===== src/rtl/spi_pkg.sv =====
// spi_pkg: shared constants and types for the SPI transmit arbiter.
//   BYTE_W      : SPI byte width
//   DC_CMD/DATA : D/C select encoding
//   arb_state_e : arbiter FSM state encoding
//   max_u       : helper for sizing counters
package spi_pkg;

  localparam int unsigned BYTE_W = 8;

  localparam logic DC_CMD  = 1'b0;
  localparam logic DC_DATA = 1'b1;

  typedef enum logic [1:0] {
    ST_IDLE  = 2'd0,
    ST_ISSUE = 2'd1,
    ST_WAIT  = 2'd2,
    ST_GAP   = 2'd3
  } arb_state_e;

  function automatic int unsigned max_u(input int unsigned a, input int unsigned b);
    return (a > b) ? a : b;
  endfunction

endpackage


===== src/rtl/spi_tx_arbiter_if.sv =====
// spi_tx_arbiter_if: byte sources, SPI engine and status signals of the arbiter.
//   cmd_*  : command byte source (valid/data/ready)
//   dat_*  : data byte source (valid/data/last/ready)
//   spi_*  : start/data towards spi_master, done back from it
//   dc, busy, err, err_clr : D/C select, activity and sticky timeout status
// Modports: master = arbiter side, slave = surrounding environment.
interface spi_tx_arbiter_if;
  import spi_pkg::*;

  logic              cmd_valid;
  logic [BYTE_W-1:0] cmd_data;
  logic              cmd_ready;
  logic              dat_valid;
  logic [BYTE_W-1:0] dat_data;
  logic              dat_last;
  logic              dat_ready;
  logic              spi_start;
  logic [BYTE_W-1:0] spi_data;
  logic              spi_done;
  logic              dc;
  logic              busy;
  logic              err;
  logic              err_clr;

  modport master (
    input  cmd_valid, cmd_data, dat_valid, dat_data, dat_last, spi_done, err_clr,
    output cmd_ready, dat_ready, spi_start, spi_data, dc, busy, err
  );

  modport slave (
    output cmd_valid, cmd_data, dat_valid, dat_data, dat_last, spi_done, err_clr,
    input  cmd_ready, dat_ready, spi_start, spi_data, dc, busy, err
  );

endinterface


===== src/rtl/spi_arb_gap_timer.sv =====
// spi_arb_gap_timer: loadable down-counter that saturates at zero.
//   clk, rst   : clock, synchronous active-high reset
//   i_load     : load i_load_val (has priority over i_dec)
//   i_load_val : value to load
//   i_dec      : decrement by one when non-zero
//   o_zero_c   : counter currently at zero (combinational)
module spi_arb_gap_timer #(
  parameter int unsigned W = 8
) (
  input  logic         clk,
  input  logic         rst,
  input  logic         i_load,
  input  logic [W-1:0] i_load_val,
  input  logic         i_dec,
  output logic         o_zero_c
);

  logic [W-1:0] r_count;

  always_ff @(posedge clk) begin
    if (rst) begin
      r_count <= '0;
    end else if (i_load) begin
      r_count <= i_load_val;
    end else if (i_dec && (r_count != '0)) begin
      r_count <= r_count - W'(1);
    end
  end

  assign o_zero_c = (r_count == '0);

endmodule


===== src/rtl/spi_tx_arbiter.sv =====
// spi_tx_arbiter: shares one SPI byte engine between a command and a data source.
//   clk, rst : clock, synchronous active-high reset
//   bus      : spi_tx_arbiter_if.master (sources, SPI engine, dc/busy/err)
// Commands have priority unless a data burst is in progress (lock); each byte
// is followed by GAP_CYCLES idle cycles after spi_done.
// Optional macro SPI_ARB_TIMEOUT_EN: abort WAIT after TIMEOUT_CYCLES, set sticky err.
module spi_tx_arbiter
  import spi_pkg::*;
#(
  parameter int unsigned GAP_CYCLES     = 2,
  parameter int unsigned TIMEOUT_CYCLES = 64
) (
  input logic              clk,
  input logic              rst,
  spi_tx_arbiter_if.master bus
);

  localparam int unsigned CNT_MAX = max_u(GAP_CYCLES, TIMEOUT_CYCLES);
  localparam int unsigned CNT_W   = $clog2(CNT_MAX + 1);
  localparam logic [CNT_W-1:0] GAP_LOAD = (GAP_CYCLES > 0) ? CNT_W'(GAP_CYCLES - 1) : '0;

  arb_state_e        r_state;
  logic              r_lock;
  logic              r_spi_start;
  logic [BYTE_W-1:0] r_spi_data;
  logic              r_dc;
  logic              r_busy;
  logic              r_err;

  logic              w_cmd_acc;
  logic              w_dat_acc;
  logic              w_timeout;
  logic              w_wait_exit;
  logic              w_tmr_load;
  logic [CNT_W-1:0]  w_tmr_val;
  logic              w_tmr_dec;
  logic              w_tmr_zero;

  // Grant: only in IDLE; an open burst locks out commands.
  always_comb begin
    bus.cmd_ready = 1'b0;
    bus.dat_ready = 1'b0;
    if (r_state == ST_IDLE) begin
      if (r_lock) begin
        bus.dat_ready = bus.dat_valid;
      end else begin
        bus.cmd_ready = bus.cmd_valid;
        bus.dat_ready = bus.dat_valid & ~bus.cmd_valid;
      end
    end
  end

  assign w_cmd_acc = bus.cmd_valid & bus.cmd_ready;
  assign w_dat_acc = bus.dat_valid & bus.dat_ready;

`ifdef SPI_ARB_TIMEOUT_EN
  localparam logic [CNT_W-1:0] TMO_LOAD = CNT_W'(TIMEOUT_CYCLES - 1);
  // Timer loaded in ISSUE reaches zero on the last allowed WAIT cycle.
  assign w_timeout = (r_state == ST_WAIT) & ~bus.spi_done & w_tmr_zero;
`else
  assign w_timeout = 1'b0;
`endif

  assign w_wait_exit = (r_state == ST_WAIT) & (bus.spi_done | w_timeout);

  // Timer control: gap count after WAIT, optional timeout count during WAIT.
  always_comb begin
    w_tmr_load = 1'b0;
    w_tmr_val  = GAP_LOAD;
    w_tmr_dec  = 1'b0;
    case (r_state)
`ifdef SPI_ARB_TIMEOUT_EN
      ST_ISSUE: begin
        w_tmr_load = 1'b1;
        w_tmr_val  = TMO_LOAD;
      end
      ST_WAIT: begin
        w_tmr_load = w_wait_exit;
        w_tmr_dec  = ~w_wait_exit;
      end
`else
      ST_WAIT:  w_tmr_load = w_wait_exit;
`endif
      ST_GAP:   w_tmr_dec  = 1'b1;
      default:  ;
    endcase
  end

  spi_arb_gap_timer #(
    .W (CNT_W)
  ) u_timer (
    .clk        (clk),
    .rst        (rst),
    .i_load     (w_tmr_load),
    .i_load_val (w_tmr_val),
    .i_dec      (w_tmr_dec),
    .o_zero_c   (w_tmr_zero)
  );

  // Sequencer: IDLE -> ISSUE -> WAIT -> (GAP) -> IDLE.
  always_ff @(posedge clk) begin
    if (rst) begin
      r_state     <= ST_IDLE;
      r_lock      <= 1'b0;
      r_spi_start <= 1'b0;
      r_spi_data  <= '0;
      r_dc        <= DC_CMD;
      r_busy      <= 1'b0;
    end else begin
      r_spi_start <= 1'b0;
      case (r_state)
        ST_IDLE: begin
          if (w_cmd_acc) begin
            r_spi_data  <= bus.cmd_data;
            r_dc        <= DC_CMD;
            r_spi_start <= 1'b1;
            r_busy      <= 1'b1;
            r_state     <= ST_ISSUE;
          end else if (w_dat_acc) begin
            r_spi_data  <= bus.dat_data;
            r_dc        <= DC_DATA;
            r_lock      <= ~bus.dat_last;
            r_spi_start <= 1'b1;
            r_busy      <= 1'b1;
            r_state     <= ST_ISSUE;
          end
        end
        ST_ISSUE: r_state <= ST_WAIT;
        ST_WAIT: begin
          if (w_wait_exit) begin
            // An aborted byte ends the burst so commands are not starved.
            if (w_timeout) r_lock <= 1'b0;
            // Zero-gap builds have no GAP state to pass through.
            if (GAP_CYCLES > 0) begin
              r_state <= ST_GAP;
            end else begin
              r_state <= ST_IDLE;
              r_busy  <= 1'b0;
            end
          end
        end
        ST_GAP: begin
          if (w_tmr_zero) begin
            r_state <= ST_IDLE;
            r_busy  <= 1'b0;
          end
        end
        default: begin
          r_state <= ST_IDLE;
          r_busy  <= 1'b0;
        end
      endcase
    end
  end

`ifdef SPI_ARB_TIMEOUT_EN
  // Sticky error; a timeout in the same cycle as err_clr keeps it set.
  always_ff @(posedge clk) begin
    if (rst) begin
      r_err <= 1'b0;
    end else if (w_timeout) begin
      r_err <= 1'b1;
    end else if (bus.err_clr) begin
      r_err <= 1'b0;
    end
  end
`else
  logic w_unused_err_clr;
  assign w_unused_err_clr = bus.err_clr;
  assign r_err = 1'b0;
`endif

  assign bus.spi_start = r_spi_start;
  assign bus.spi_data  = r_spi_data;
  assign bus.dc        = r_dc;
  assign bus.busy      = r_busy;
  assign bus.err       = r_err;

endmodule


===== src/flat_wrapper.sv =====
// flat-port wrapper written by rule: the top's interface ports become plain ports
module spi_tx_arbiter_flat import spi_pkg::*;
#(
  parameter int unsigned GAP_CYCLES     = 2,
  parameter int unsigned TIMEOUT_CYCLES = 64
)
  (clk, rst, bus_cmd_valid, bus_cmd_data, bus_dat_valid, bus_dat_data, bus_dat_last, bus_spi_done, bus_err_clr, bus_cmd_ready, bus_dat_ready, bus_spi_start, bus_spi_data, bus_dc, bus_busy, bus_err);
  spi_tx_arbiter_if bus_i ();
  input logic clk;
  input logic rst;
  input wire logic [$bits(bus_i.cmd_valid)-1:0] bus_cmd_valid;
  input wire logic [$bits(bus_i.cmd_data)-1:0] bus_cmd_data;
  input wire logic [$bits(bus_i.dat_valid)-1:0] bus_dat_valid;
  input wire logic [$bits(bus_i.dat_data)-1:0] bus_dat_data;
  input wire logic [$bits(bus_i.dat_last)-1:0] bus_dat_last;
  input wire logic [$bits(bus_i.spi_done)-1:0] bus_spi_done;
  input wire logic [$bits(bus_i.err_clr)-1:0] bus_err_clr;
  output wire logic [$bits(bus_i.cmd_ready)-1:0] bus_cmd_ready;
  output wire logic [$bits(bus_i.dat_ready)-1:0] bus_dat_ready;
  output wire logic [$bits(bus_i.spi_start)-1:0] bus_spi_start;
  output wire logic [$bits(bus_i.spi_data)-1:0] bus_spi_data;
  output wire logic [$bits(bus_i.dc)-1:0] bus_dc;
  output wire logic [$bits(bus_i.busy)-1:0] bus_busy;
  output wire logic [$bits(bus_i.err)-1:0] bus_err;
  assign bus_i.cmd_valid = bus_cmd_valid;
  assign bus_i.cmd_data = bus_cmd_data;
  assign bus_i.dat_valid = bus_dat_valid;
  assign bus_i.dat_data = bus_dat_data;
  assign bus_i.dat_last = bus_dat_last;
  assign bus_i.spi_done = bus_spi_done;
  assign bus_i.err_clr = bus_err_clr;
  assign bus_cmd_ready = bus_i.cmd_ready;
  assign bus_dat_ready = bus_i.dat_ready;
  assign bus_spi_start = bus_i.spi_start;
  assign bus_spi_data = bus_i.spi_data;
  assign bus_dc = bus_i.dc;
  assign bus_busy = bus_i.busy;
  assign bus_err = bus_i.err;
  spi_tx_arbiter #(.GAP_CYCLES(GAP_CYCLES), .TIMEOUT_CYCLES(TIMEOUT_CYCLES)) u_core (.clk(clk), .rst(rst), .bus(bus_i));
endmodule

===== config.mk =====
export PLATFORM = sky130hd
export DESIGN_NAME = spi_tx_arbiter_flat
export DESIGN_NICKNAME = d
export VERILOG_FILES = /design/src/rtl/spi_pkg.sv /design/src/rtl/spi_tx_arbiter_if.sv /design/src/rtl/spi_arb_gap_timer.sv /design/src/rtl/spi_tx_arbiter.sv /design/src/flat_wrapper.sv
export SDC_FILE = /design/constraint.sdc
export NUM_CORES = 1
export LEC_CHECK = 0
export BUFFER_PORTS_ARGS = -buffer_cell sky130_fd_sc_hd__buf_2
export CAP_MARGIN = 20
export CELL_PAD_IN_SITES_DETAIL_PLACEMENT = 1
export CELL_PAD_IN_SITES_GLOBAL_PLACEMENT = 2
export CORE_ASPECT_RATIO = 1.75
export CORE_MARGIN = 2
export CORE_UTILIZATION = 25
export CTS_CLUSTER_SIZE = 20
export DETAILED_ROUTE_END_ITERATION = 8
export HOLD_SLACK_MARGIN = 0.12
export PLACE_DENSITY = 0.81
export SETUP_SLACK_MARGIN = 0.02
export SLEW_MARGIN = 10
export SYNTH_ARGS = -nofsm -noshare
export SYNTH_HDL_FRONTEND = slang
export SYNTH_SLANG_ARGS = --single-unit

===== constraint.sdc =====
create_clock -name clk -period 1.6 [get_ports clk]
set_input_delay 0.4 -clock clk [delete_from_list [all_inputs] [get_ports clk]]
set_output_delay 0.4 -clock clk [all_outputs]
set_load 0.1 [all_outputs]

After elaboration in Yosys (flattened, before gate mapping)
Index checks and enable logic that the tools add are counted.

operators by class
  add/sub/neg operators = 1
  eq/ne operators = 6
  multiplexer cells = 22
  bitwise logic cells = 8
  reduce and logical (&&, ||, !) cells = 13

operator list
  cell                                                                     count
  8-bit 2-to-1 mux                                                         2
  1-bit 2-to-1 mux                                                         14
  3-bit AND reduction                                                      3
  2-bit 2-to-1 mux                                                         4
  2-bit case mux with 4 select lines                                       1
  7-bit logical NOT                                                        1
  7-bit nonzero test                                                       1
  7-bit by 1-bit subtractor with 7-bit output, second input constant       1
  2-bit nonzero test                                                       3
  1-bit bitwise AND                                                        4
  2-bit == test, second input constant                                     2
  1-bit inverter                                                           4
  2-bit OR reduction                                                       2
  3-bit by 1-bit inequality test with 1-bit output, second input constant  1
  2-bit by 1-bit == test with 1-bit output, second input constant          1
  2-bit logical NOT                                                        1
  2-bit by 1-bit inequality test with 1-bit output, second input constant  1
  2-bit inequality test, second input constant                             1
  1-bit case mux with 2 select lines                                       1
  2-bit AND reduction                                                      1
  1-bit logical AND                                                        1

word-level totals
  register bits = 21
  input port bits = 23
  output and inout port bits = 14
  word-level logic and storage cells = 58

Longest topological paths before layout
  word-level depth = 8
  mapped depth = 8
  gate-level depth less buffers = 6

Cells and area by module
From an unflattened synthesis, not the netlist that was laid out.

second synthesis, totals
  cells, all modules = 126
  area total of the unflattened synthesis = 1138.6 um^2

modules (own cells, without submodules)
  module             times used  cells each  area an instance (um^2)  sequential area each (um^2)
  spi_tx_arbiter     1           78          719.4                    280.3
  spi_arb_gap_timer  1           48          419.2                    140.1

Least setup slack after synthesis
OpenSTA, ideal clock, no wires.

  path type = input port to output port
  from = in bus_cmd_valid
  to = out bus_cmd_ready
  data arrival time = 1741 ps
  required time = 1200 ps
  path slack = -541 ps
  stages = 4
  cell sequence = or2b_2 > or2_2 > clkbuf_1 > inv_1

between the ends
  word-level cells in the longest chain between the ends = 2

ends and longest elaborated chain
  what              RTL line              source
  start, declared   flat_wrapper.sv:11    input wire logic [$bits(bus_i.cmd_valid)-1:0] bus_cmd_valid;
  1-bit 2-to-1 mux  spi_tx_arbiter.sv:44  if (r_lock) begin
  1-bit 2-to-1 mux  spi_tx_arbiter.sv:43  if (r_state == ST_IDLE) begin
  end, declared     flat_wrapper.sv:18    output wire logic [$bits(bus_i.cmd_ready)-1:0] bus_cmd_ready;

Every way passes these cells.

Final worst setup path
  from = reg u_core.r_lock
  to = out bus_cmd_ready

between the ends
  word-level cells in the longest chain between the ends = 2

ends and longest elaborated chain
  what                    RTL line               source
  start, declared         spi_tx_arbiter.sv:23   logic r_lock;
  start signal, assigned  spi_tx_arbiter.sv:122  r_lock <= ~bus.dat_last;
  1-bit 2-to-1 mux        spi_tx_arbiter.sv:44
  1-bit 2-to-1 mux        spi_tx_arbiter.sv:43

Every way passes these cells.

==> results.sh <==
export IMPL_synth_distinct_cells=34
export IMPL_finalSetupViolations=2
export IMPL_wl_per_cell_um=14.0
export IMPL_hold_class="in2reg"
export IMPL_drv_slew=0
export IMPL_violations="negative setup slack"
export IMPL_ys_ff_latch=21
export IMPL_synth_top_family_by_area="compound AO/OA/AOI/OAI gates"
export IMPL_clockBufferDepth=2
export IMPL_synthMuxAreaShare_pct=9.50
export IMPL_swShare_pct=52.0
export IMPL_p_sw_uw=1550
export IMPL_synth_fp_nets=144
export IMPL_period_minus_slack_ps=1760
export IMPL_io_pins=37
export IMPL_worstSkewPairLatency_ps=260
export IMPL_synthAdderAreaFrac_pct=5.94
export IMPL_p_int_uw=1430
export IMPL_grt_pass1_vias=1133
export IMPL_io_buffers=34
export IMPL_wirelength_um=3010
export IMPL_crit_fanout=3
export IMPL_detailed_place_hpwl_um=2390
export IMPL_syn_inst=116
export IMPL_fmax_mhz=567
export IMPL_start_util_pct=25.6
export IMPL_critPathRequiredTime_ps=1200
export IMPL_dieArea_sq_mm=0.00477
export IMPL_antenna_cells=0
export IMPL_critPathArrivalTime_ps=1360
export IMPL_drive_above_1_share_pct=48.2
export IMPL_seq_power_share_pct=24.7
export IMPL_htreeDepth=1
export IMPL_drt_pass1_iter_count=2
export IMPL_fillers=522
export IMPL_dp_slack_ps=-42.9
export IMPL_setup_ws_ps=-163
export IMPL_grt_pass1_wl_um=4970
export IMPL_cp_end_kind="primary output"
export IMPL_nets=195
export IMPL_cap_viol_max_count=0
export IMPL_p_clk_share_pct=11.6
export IMPL_drc=0
export IMPL_ys_seq_area_share_pct=39.9
export IMPL_fin_setup_tns_ps=-212
export IMPL_netlist_area_sq_mm=0.00105
export IMPL_p_leak_uw=0.000665
export IMPL_core_sq_mm=0.00411
export IMPL_cts_buffers=3
export IMPL_synthSimpleGateAreaFrac_pct=16.3
export IMPL_grt_max_degree=17
export IMPL_hold_viol_final=0
export IMPL_status="finished, violations left"
export IMPL_clock_sinks=21
export IMPL_synth_xor_area_share_pct=3.33
export IMPL_ant_nets=0
export IMPL_ctsHoldBuffers=0
export IMPL_die_w_um=53.1
export IMPL_fp_dieH_um=89.9
export IMPL_peakVddDrop_uv=1010
export IMPL_rsz0062_at_grt="true"
export IMPL_crit_path_start_kind="flop"
export IMPL_synth_compound_area_share_pct=18.1
export IMPL_track_usage_pct=13.6
export IMPL_skew_ps=6.32
export IMPL_grt_ovfl_total=0
export IMPL_period_share_pct=110
export IMPL_area_growth_pct=46.3
export IMPL_cts_tree="yes"
export IMPL_viasPerCell=4.84
export IMPL_place_gp_congestion=0.702
export IMPL_setup_worst_path_class="reg2out"
export IMPL_power_density_mw_per_mm2=1940
export IMPL_vias=1041
export IMPL_grt_antenna_before_repair=0
export IMPL_clkSlewWorstSetupHoldPaths_ps=70
export IMPL_rows=31
export IMPL_p_comb_share_pct=63.8
export IMPL_drt_iter0_drc=13
export IMPL_root_buffer="clkbuf_8"
export IMPL_syn_avg_cell_area_sq_um=9.08
export IMPL_ys_warn_count=0
per-stage QoR:
step / power, uW / area (sq um) / instances / util (%) / hold WS [ps]
2_1_floorplan: 2130 / 1100 / 116 / - / 471
5_1_grt: 3140 / 1540 / 215 / 37.5 / 317
3_5_place_dp: 2520 / 1410 / 208 / 34.4 / 493
3_3_place_gp: 2470 / 1410 / 208 / 34.4 / 480
6_report: 2990 / 1540 / 215 / 37.5 / 322
4_1_cts: 3020 / 1540 / 216 / 37.4 / 320
metal layers:
layer	wire [um]	up-vias	global-route usage, %
li1	-	506	-
met1	1050	491	12.8
met2	1740	38	26.8
met3	181	6	3.65
met4	39	0	3.42
met5	0	-	0
sequential cells by signal, indices dropped and copies added, names as in the netlist:
name / cells
u_core.bus.dc: 1
u_core.r_state: 2
u_core.u_timer.r_count: 7
u_core.bus.spi_data: 8
u_core.bus.busy: 1
u_core.bus.spi_start: 1
u_core.r_lock: 1
power groups by stage:
stage	sequential, uW	clock (uW)	combinational, uW
detailed placement	742	0	1780
floorplan	1390	0	749
CTS	736	363	1920
global route	750	383	2010
finish	737	346	1900
global placement	732	0	1740
worst paths after layout:
kind | from | to | slack (ps) | cells after the start
setup / recovery | u_core.r_lock$_SDFFE_PP0P_ | bus_cmd_ready | -160 | 4
hold / removal | bus_dat_last | u_core.r_lock$_SDFFE_PP0P_ | 320 | 2
setup reg to reg | u_core.r_state[1]$_SDFFE_PP0P_ | u_core.r_state[0]$_SDFFE_PP0P_ | 90 | 6
hold reg to reg | u_core.bus.dc$_SDFFE_PP0P_ | u_core.bus.dc$_SDFFE_PP0P_ | 490 | 2
layout by cell type, fill, tap and decap left out, types with 2 or more instances in the layout:
master / n
a211oi_1: 5
a21oi_1: 9
and2b_2: 2
buf_12: 2
buf_2: 32
buf_4: 19
clkbuf_8: 3
dfxtp_1: 17
dfxtp_2: 4
ha_1: 2
ha_4: 2
inv_1: 5
inv_2: 2
mux2i_1: 10
nand2_1: 4
nor2_1: 12
nor3_1: 3
o21ai_0: 7
xnor2_1: 2
xor2_1: 2
synth_stat cells:
cell        n  area, sq um
dfxtp_1    21          420
nor2_1     13         48.8
a2111oi_0   1         8.76
nor4_4      1         21.3
inv_1       8         30.0
a31oi_1     1         6.26
nand2_1     5         18.8
conb_1      1         3.75
nand3_1     1         5.00
buf_4       1         7.51
a21boi_2    1         11.3
or2b_2      1         8.76
o2111ai_1   1         8.76
nor4b_1     1         8.76
xor2_1      2         17.5
a32o_1      1         10.0
xnor2_1     2         17.5
or2_2       1         6.26
a21oi_1     9         45.0
buf_2       2         10.0
o21ai_0     7         35.0
nand2b_1    1         6.26
nor3_1      3         15.0
a311o_1     1         10.0
clkbuf_1    3         11.3
and2b_2     2         17.5
ha_1        5         62.6
buf_6       1         11.3
a211oi_1    5         37.5
and3_1      1         6.26
mux2i_1    10          100
a211oi_2    1         12.5
o21ai_1     1         5.00
or4_2       1         8.76
worst max-delay path, stage by stage, from the launching register on:
cell and delay [ps]:
dfxtp_2 330, or2b_4 250, or2_4 260, clkinvlp_4 90, buf_12 170
cell type report:
type	instances	area, sq um	share of cell area [%]
tap	49	61.3	3.98
timing repair buffer	53	343	22.2
sequential	21	425	27.6
inverter	8	33.8	2.19
multi-input combinational	80	633	41.1
clock buffer	4	45.0	2.92
logic make-up after synthesis:
logic type               Yosys count
AO/OA/AOI/OAI                     29
XOR/XNOR                           4
adder cells (fa/ha/maj)            5
buffers and inverters             15
flip-flops                        21
multiplexers                      10
other                              1
AND/OR/NAND/NOR                   31
what timing repair did:
item,4_1_cts,5_1_grt
pin swaps,3,4
setup endpoints to repair,4,7
resized for setup,13,4
setup buffers,4,1
Note: power is estimated with default switching activity, not from simulation.
